[config.mk]
export PLATFORM = sky130hd
export DESIGN_NAME = alu_arbiter
export DESIGN_NICKNAME = d
export VERILOG_FILES = /design/src/rtl/alu_arbiter_pkg.sv /design/src/rtl/alu_arbiter_rr_arb2.sv /design/src/rtl/alu_arbiter.sv
export SDC_FILE = /design/constraint.sdc
export NUM_CORES = 1
export LEC_CHECK = 0
export ABC_AREA = 1
export CORE_AREA = 2 2 236 238
export CTS_BUF_LIST = sky130_fd_sc_hd__clkbuf_8
export CTS_CLUSTER_SIZE = 10
export DETAILED_ROUTE_END_ITERATION = 10
export DIE_AREA = 0 0 238 240
export SYNTH_ARGS = -nofsm -noshare
export SYNTH_HDL_FRONTEND = slang
export SYNTH_SLANG_ARGS = --single-unit
[constraint.sdc]
create_clock -name CLK -period 2.2 [get_ports CLK]
set_clock_uncertainty 0.1 [all_clocks]
set_input_delay 0.66 -clock CLK [delete_from_list [all_inputs] [get_ports CLK]]
set_output_delay 0.66 -clock CLK [all_outputs]
set_load 0.01 [all_outputs]
[src/rtl/alu_arbiter_pkg.sv]
// Shared ALU definitions: control codes, supported-code check and the
// arbiter state encoding, so the ALU and its arbiter cannot disagree.
package alu_defs;

  localparam logic [3:0] ALU_AND   = 4'b0000;
  localparam logic [3:0] ALU_OR    = 4'b0001;
  localparam logic [3:0] ALU_ADD   = 4'b0010;
  localparam logic [3:0] ALU_LSL   = 4'b0011;
  localparam logic [3:0] ALU_LSR   = 4'b0100;
  localparam logic [3:0] ALU_SUB   = 4'b0110;
  localparam logic [3:0] ALU_PASSB = 4'b0111;

  localparam logic [1:0] ST_IDLE  = 2'd0;
  localparam logic [1:0] ST_ISSUE = 2'd1;
  localparam logic [1:0] ST_RESP  = 2'd2;

  function automatic logic is_supported(input logic [3:0] ctrl);
    case (ctrl)
      ALU_AND, ALU_OR, ALU_ADD, ALU_LSL,
      ALU_LSR, ALU_SUB, ALU_PASSB: return 1'b1;
      default:                     return 1'b0;
    endcase
  endfunction

endpackage

[src/rtl/alu_arbiter_rr_arb2.sv]
// Two-input round-robin grant. The pointer names the favoured requester on a
// tie and moves to the other requester when the owner's response completes.
module rr_arb2 (
  input  logic clk_i,
  input  logic rst_i,
  input  logic req0_i,
  input  logic req1_i,
  input  logic upd_i,
  input  logic owner_i,
  output logic gnt0_o,
  output logic gnt1_o
);

  logic ptr_q, ptr_d;

  always_comb begin
    gnt0_o = 1'b0;
    gnt1_o = 1'b0;
    if (req0_i && req1_i) begin
      gnt0_o = ~ptr_q;
      gnt1_o = ptr_q;
    end else begin
      gnt0_o = req0_i;
      gnt1_o = req1_i;
    end
    ptr_d = upd_i ? ~owner_i : ptr_q;
  end

  always_ff @(posedge clk_i) begin
    if (rst_i) ptr_q <= 1'b0;
    else       ptr_q <= ptr_d;
  end

endmodule

[src/rtl/alu_arbiter.sv]
// Shares one unclocked 64-bit ALU between execute (port 0) and the
// branch/address unit (port 1); operands are held SETTLE cycles before capture.
module alu_arbiter
  import alu_defs::*;
#(
  parameter int n      = 64,
  parameter int SETTLE = 3
) (
  input  logic         CLK,
  input  logic         Reset,
  input  logic         Req0Valid,
  output logic         Req0Ready,
  input  logic [n-1:0] Req0A,
  input  logic [n-1:0] Req0B,
  input  logic [3:0]   Req0Ctrl,
  output logic         Resp0Valid,
  input  logic         Resp0Ready,
  output logic [n-1:0] Resp0W,
  output logic         Resp0Zero,
  output logic         Resp0Err,
  input  logic         Req1Valid,
  output logic         Req1Ready,
  input  logic [n-1:0] Req1A,
  input  logic [n-1:0] Req1B,
  input  logic [3:0]   Req1Ctrl,
  output logic         Resp1Valid,
  input  logic         Resp1Ready,
  output logic [n-1:0] Resp1W,
  output logic         Resp1Zero,
  output logic         Resp1Err,
  output logic [n-1:0] AluA,
  output logic [n-1:0] AluB,
  output logic [3:0]   AluCtrl,
  input  logic [n-1:0] AluW,
  input  logic         AluZero
);

  localparam int CW = (SETTLE > 1) ? $clog2(SETTLE) : 1;

  logic [1:0]    state_q, state_d;
  logic [CW-1:0] cnt_q, cnt_d;
  logic          owner_q, owner_d;
  logic [n-1:0]  alu_a_q, alu_a_d, alu_b_q, alu_b_d;
  logic [3:0]    alu_ctrl_q, alu_ctrl_d;
  logic [1:0]    rvalid_q, rvalid_d, rerr_q, rerr_d, rzero_q, rzero_d;
  logic [n-1:0]  rw_q [2];
  logic [n-1:0]  rw_d [2];

  logic          gnt0, gnt1, arb_upd, resp_rdy;
  logic [n-1:0]  sel_a, sel_b;
  logic [3:0]    sel_ctrl;

  rr_arb2 u_arb (
    .clk_i   (CLK),
    .rst_i   (Reset),
    .req0_i  (Req0Valid),
    .req1_i  (Req1Valid),
    .upd_i   (arb_upd),
    .owner_i (owner_q),
    .gnt0_o  (gnt0),
    .gnt1_o  (gnt1)
  );

  assign Req0Ready = (state_q == ST_IDLE) && gnt0;
  assign Req1Ready = (state_q == ST_IDLE) && gnt1;
  assign sel_a     = gnt1 ? Req1A    : Req0A;
  assign sel_b     = gnt1 ? Req1B    : Req0B;
  assign sel_ctrl  = gnt1 ? Req1Ctrl : Req0Ctrl;
  assign resp_rdy  = owner_q ? Resp1Ready : Resp0Ready;

  always_comb begin
    state_d    = state_q;
    cnt_d      = cnt_q;
    owner_d    = owner_q;
    alu_a_d    = alu_a_q;
    alu_b_d    = alu_b_q;
    alu_ctrl_d = alu_ctrl_q;
    rvalid_d   = rvalid_q;
    rerr_d     = rerr_q;
    rzero_d    = rzero_q;
    rw_d       = rw_q;
    arb_upd    = 1'b0;
    case (state_q)
      ST_IDLE: begin
        if (Req0Ready || Req1Ready) begin
          owner_d = gnt1;
          if (is_supported(sel_ctrl)) begin
            alu_a_d    = sel_a;
            alu_b_d    = sel_b;
            alu_ctrl_d = sel_ctrl;
            cnt_d      = '0;
            state_d    = ST_ISSUE;
          end else begin
            // Unsupported op never touches the ALU; answer immediately.
            rvalid_d[gnt1] = 1'b1;
            rerr_d[gnt1]   = 1'b1;
            rzero_d[gnt1]  = 1'b0;
            rw_d[gnt1]     = '0;
            state_d        = ST_RESP;
          end
        end
      end
      ST_ISSUE: begin
        cnt_d = cnt_q + CW'(1);
        if (cnt_q == CW'(SETTLE - 1)) begin
          rw_d[owner_q]     = AluW;
          rzero_d[owner_q]  = AluZero;
          rvalid_d[owner_q] = 1'b1;
          state_d           = ST_RESP;
        end
      end
      ST_RESP: begin
        if (resp_rdy) begin
          rvalid_d[owner_q] = 1'b0;
          rerr_d[owner_q]   = 1'b0;
          arb_upd           = 1'b1;
          state_d           = ST_IDLE;
        end
      end
      default: state_d = ST_IDLE;
    endcase
  end

  always_ff @(posedge CLK) begin
    if (Reset) begin
      state_q    <= ST_IDLE;
      cnt_q      <= '0;
      owner_q    <= 1'b0;
      alu_a_q    <= '0;
      alu_b_q    <= '0;
      alu_ctrl_q <= 4'b0000;
      rvalid_q   <= '0;
      rerr_q     <= '0;
      rzero_q    <= '0;
      rw_q[0]    <= '0;
      rw_q[1]    <= '0;
    end else begin
      state_q    <= state_d;
      cnt_q      <= cnt_d;
      owner_q    <= owner_d;
      alu_a_q    <= alu_a_d;
      alu_b_q    <= alu_b_d;
      alu_ctrl_q <= alu_ctrl_d;
      rvalid_q   <= rvalid_d;
      rerr_q     <= rerr_d;
      rzero_q    <= rzero_d;
      rw_q[0]    <= rw_d[0];
      rw_q[1]    <= rw_d[1];
    end
  end

  assign AluA       = alu_a_q;
  assign AluB       = alu_b_q;
  assign AluCtrl    = alu_ctrl_q;
  assign Resp0Valid = rvalid_q[0];
  assign Resp1Valid = rvalid_q[1];
  assign Resp0Err   = rerr_q[0];
  assign Resp1Err   = rerr_q[1];
  assign Resp0Zero  = rzero_q[0];
  assign Resp1Zero  = rzero_q[1];
  assign Resp0W     = rw_q[0];
  assign Resp1W     = rw_q[1];

endmodule

==> results of run 1 <==
-- flip-flops by register name (all words and copies together), names as in the netlist, 4 cells and up --
signal / count
AluCtrl: 4
AluA: 64
AluB: 64
Resp0W: 64
Resp1W: 64
-- layout make-up --
type                    instances  area [µm²]  share of cell area
diodes                         19        47.5             0.00228
clock inverters                26         245              0.0118
clock buffers                  67         922              0.0442
inverters                     160         616              0.0295
multi-input cells            1437        6130               0.294
well taps                     704         881              0.0422
repair buffers                671        6560               0.314
flip-flops and latches        272        5460               0.262
-- cells by family after synthesis --
family,Yosys count
AOI/OAI and AO/OA,211
adders and majority gates,1
buffers and inverters,309
DFF,272
and+or+nand+nor,1225
-- repair_timing --
item	CTS	global route
resized for setup	290	7
hold buffers	0	0
setup buffers	4	1
setup endpoints to repair	323	18
endpoints found under the hold margin	0	0
pin swaps	1	1
-- stage by stage --
stage / utilization / hold WS, ns / setup WS, ns / std cells / setup TNS (ns)
after global routing: 0.381 / 0.362 / -0.117 / 3354 / -0.209
after detailed placement: 0.364 / 0.342 / -0.810 / 3240 / -175.84
after global placement: 0.364 / 0.339 / -0.784 / 3240 / -171.26
after floorplan: - / 0.360 / 0.215 / 2018 / 0
final: 0.382 / 0.344 / -0.0249 / 3356 / -0.0398
after CTS: 0.380 / 0.349 / -0.105 / 3336 / -0.210
-- metal layers --
| metal | global-route usage | vias to the layer above | wire [µm] |
|---|---|---|---|
| li1 | - | 7489 | - |
| met1 | 0.225 | 6909 | 23100 |
| met2 | 0.332 | 635 | 28600 |
| met3 | 0.0716 | 104 | 5580 |
| met4 | 0.0987 | 10 | 1500 |
| met5 | 0 | - | 74 |
-- cell usage after synthesis --
library cell,count,share of area
nand3b_1,1,0.00059
clkbuf_1,74,0.022
buf_4,14,0.0082
nor2_2,3,0.0015
nand2_2,4,0.0020
o21ai_1,10,0.0039
nor2_1,332,0.097
ha_1,1,0.00098
nand2_1,736,0.22
inv_1,155,0.045
a21oi_1,75,0.029
o21ai_0,124,0.048
o21ai_2,1,0.00068
nand4_1,130,0.063
nand3_1,13,0.0051
buf_6,6,0.0053
buf_1,12,0.0035
dfxtp_1,272,0.42
or2_1,1,0.00049
inv_2,5,0.0015
nor2_4,1,0.00088
buf_2,43,0.017
nand3_2,3,0.0023
a21oi_2,1,0.00068
nand2_4,1,0.00088
-- final timing paths --
| check | startpoint | to |
|---|---|---|
| max reg2reg | state_q[1] | Resp1W[11] |
| min reg2reg | rvalid_q[0] | rvalid_q[0] |
| min | rvalid_q[0] | rvalid_q[0] |
| max | state_q[1] | Req0Ready |
-- power groups by stage --
| stage | sequential [W] | clock (W) | combinational [W] |
|---|---|---|---|
| floorplan | 0.00600 | 0 | 0.00250 |
| finish | 0.00570 | 0.00568 | 0.00530 |
| global route | 0.00575 | 0.00606 | 0.00583 |
| detailed placement | 0.00580 | 0 | 0.00555 |
| global placement | 0.00579 | 0 | 0.00552 |
| CTS | 0.00570 | 0.00588 | 0.00530 |
-- tightest hold or removal path, stage by stage (launching register included) --
cell and delay, ns:
dfxtp_1 0.30, inv_1 0.04, a21oi_1 0.05
==> out/metrics.yaml, run 1 <==
run_status:
  status: "complete, but fails checks"
  violations: "setup timing"
pwr:
  swShare: 0.343
  p_leak_nw: 10.1
  clkPwrFrac: 0.341
  p_sw_w: 0.00572
  power_frac_comb: 0.318
  seq_power_share: 0.341
  max-vdd-ir-drop_mv: 0.530
  power.internal_w: 0.0110
  power.density_nw_per_um2: 800
  power_w: 0.0167
route:
  vias: 15147
  post_drt_wl_per_cell_um: 17.5
  vias_per_cell: 4.51
  ant_nets: 0
  first_iter_violations: 702
  wl_um: 58800
  drc: 0
  drt_first_pass_iters: 5
grt:
  grt_usage: 0.199
  overflow: 0
  grt_max_degree: 119
  antenna_found_initial: 30
  grt_pass1_vias: 14736
  grt_pass1_wl_um: 87900
setup_path:
  reg2reg_setup_slack_ns: 0.13
  crit_path_cell_trace: "nor2_4 > buf_6 > nand3_4 > inv_4 > buf_12"
  critPathBufInv: 3
  required_ns: 1.44
  r2r_cells: 12
  setup.worst_path.end_class: "output port"
  cp_top_family: "flip-flops"
  slowest_stage: "dfxtp_4"
  path_depth: 5
  path_class: "reg2out"
  arrival_ns: 1.46
  cp-start-kind: "flop"
  max_stage_delay_ns: 0.35
  crit_fanout: 2
synth:
  syn_avg_cell_area_um2: 6.36
  netlist_area_um2: 12800
  seq_area_frac_synth: 0.424
  yosys.area_share.simple: 0.390
  synth_top_family_by_area: "simple AND/OR/NAND/NOR gates"
  yosysWarnings: 0
  yosys_register_bits: 272
  synth_compound_area_frac: 0.0829
  synthCells: 2018
  synthMuxAreaShare: 0
  yosys.area_share.xor_xnor: 0
  synth_cell_types: 25
  synth_nets: 2354
  synth_fa_ha_area_frac: 0.000975
clocking:
  path_clk_slew_ns: 0.06
  htree_levels: 2
  cts_tree: "yes"
  worstSkewPairLatency_ns: 0.62
  cts.sinks: 272
  cts.path.max_buffers: 3
  cts_root_buf: "clkbuf_8"
  cts_made_buffers: 52
floorplan:
  start_util: 0.235
  ios: 603
  dieArea_um2: 57100
  std_cell_rows: 86
  coreArea_um2: 54700
  die_h_um: 240
  die_w_um: 238
sta:
  fin_crit_sh: 1.01
  setup_violations: 2
  slew_violations: 0
  fin_crit_ns: 2.22
  tightestPinTransition_ns: 0.835
  fin_ws_ns: -0.0249
  finalHoldViolations: 0
  rsz0062_at_grt: "true"
  max_freq_mhz: 449
  slew_headroom: 0.443
placement:
  place_area_um2: 19900
  gp_congestion: 0.920
  dpl.hpwl_um: 43000
  portBuffers: 602
worst_hold_path:
  min_path_type: "reg2reg"
  holdPathStages: 2
cells_and_area:
  final_nets: 2930
  drive_gt1_frac: 0.0710
  final_design_area_no_fill_um2: 20900
  most-common-layout-cells: "735 x nand2_1, 331 x clkdlybuf4s50_1, 330 x nor2_1, 267 x dfxtp_1, 266 x dlygate4sd2_1"
  final_common_cell: "nand2_1"
  num-fill-cells: 5842
  synthToLayoutAreaGrowth_pct: 62.5
run:
  maxCapViolations: 0
Power figures use the tool's default switching activity.
==> run 2: changes to the inputs <==
--- a/config.mk
+++ b/config.mk
@@ -11,6 +11,7 @@
 export CTS_CLUSTER_SIZE = 10
 export DETAILED_ROUTE_END_ITERATION = 10
 export DIE_AREA = 0 0 238 240
+export HOLD_SLACK_MARGIN = 0.03
 export SYNTH_ARGS = -nofsm -noshare
 export SYNTH_HDL_FRONTEND = slang
 export SYNTH_SLANG_ARGS = --single-unit
==> results of run 2 <==
Final layout, timing and power as in run 1 (identical DEF).
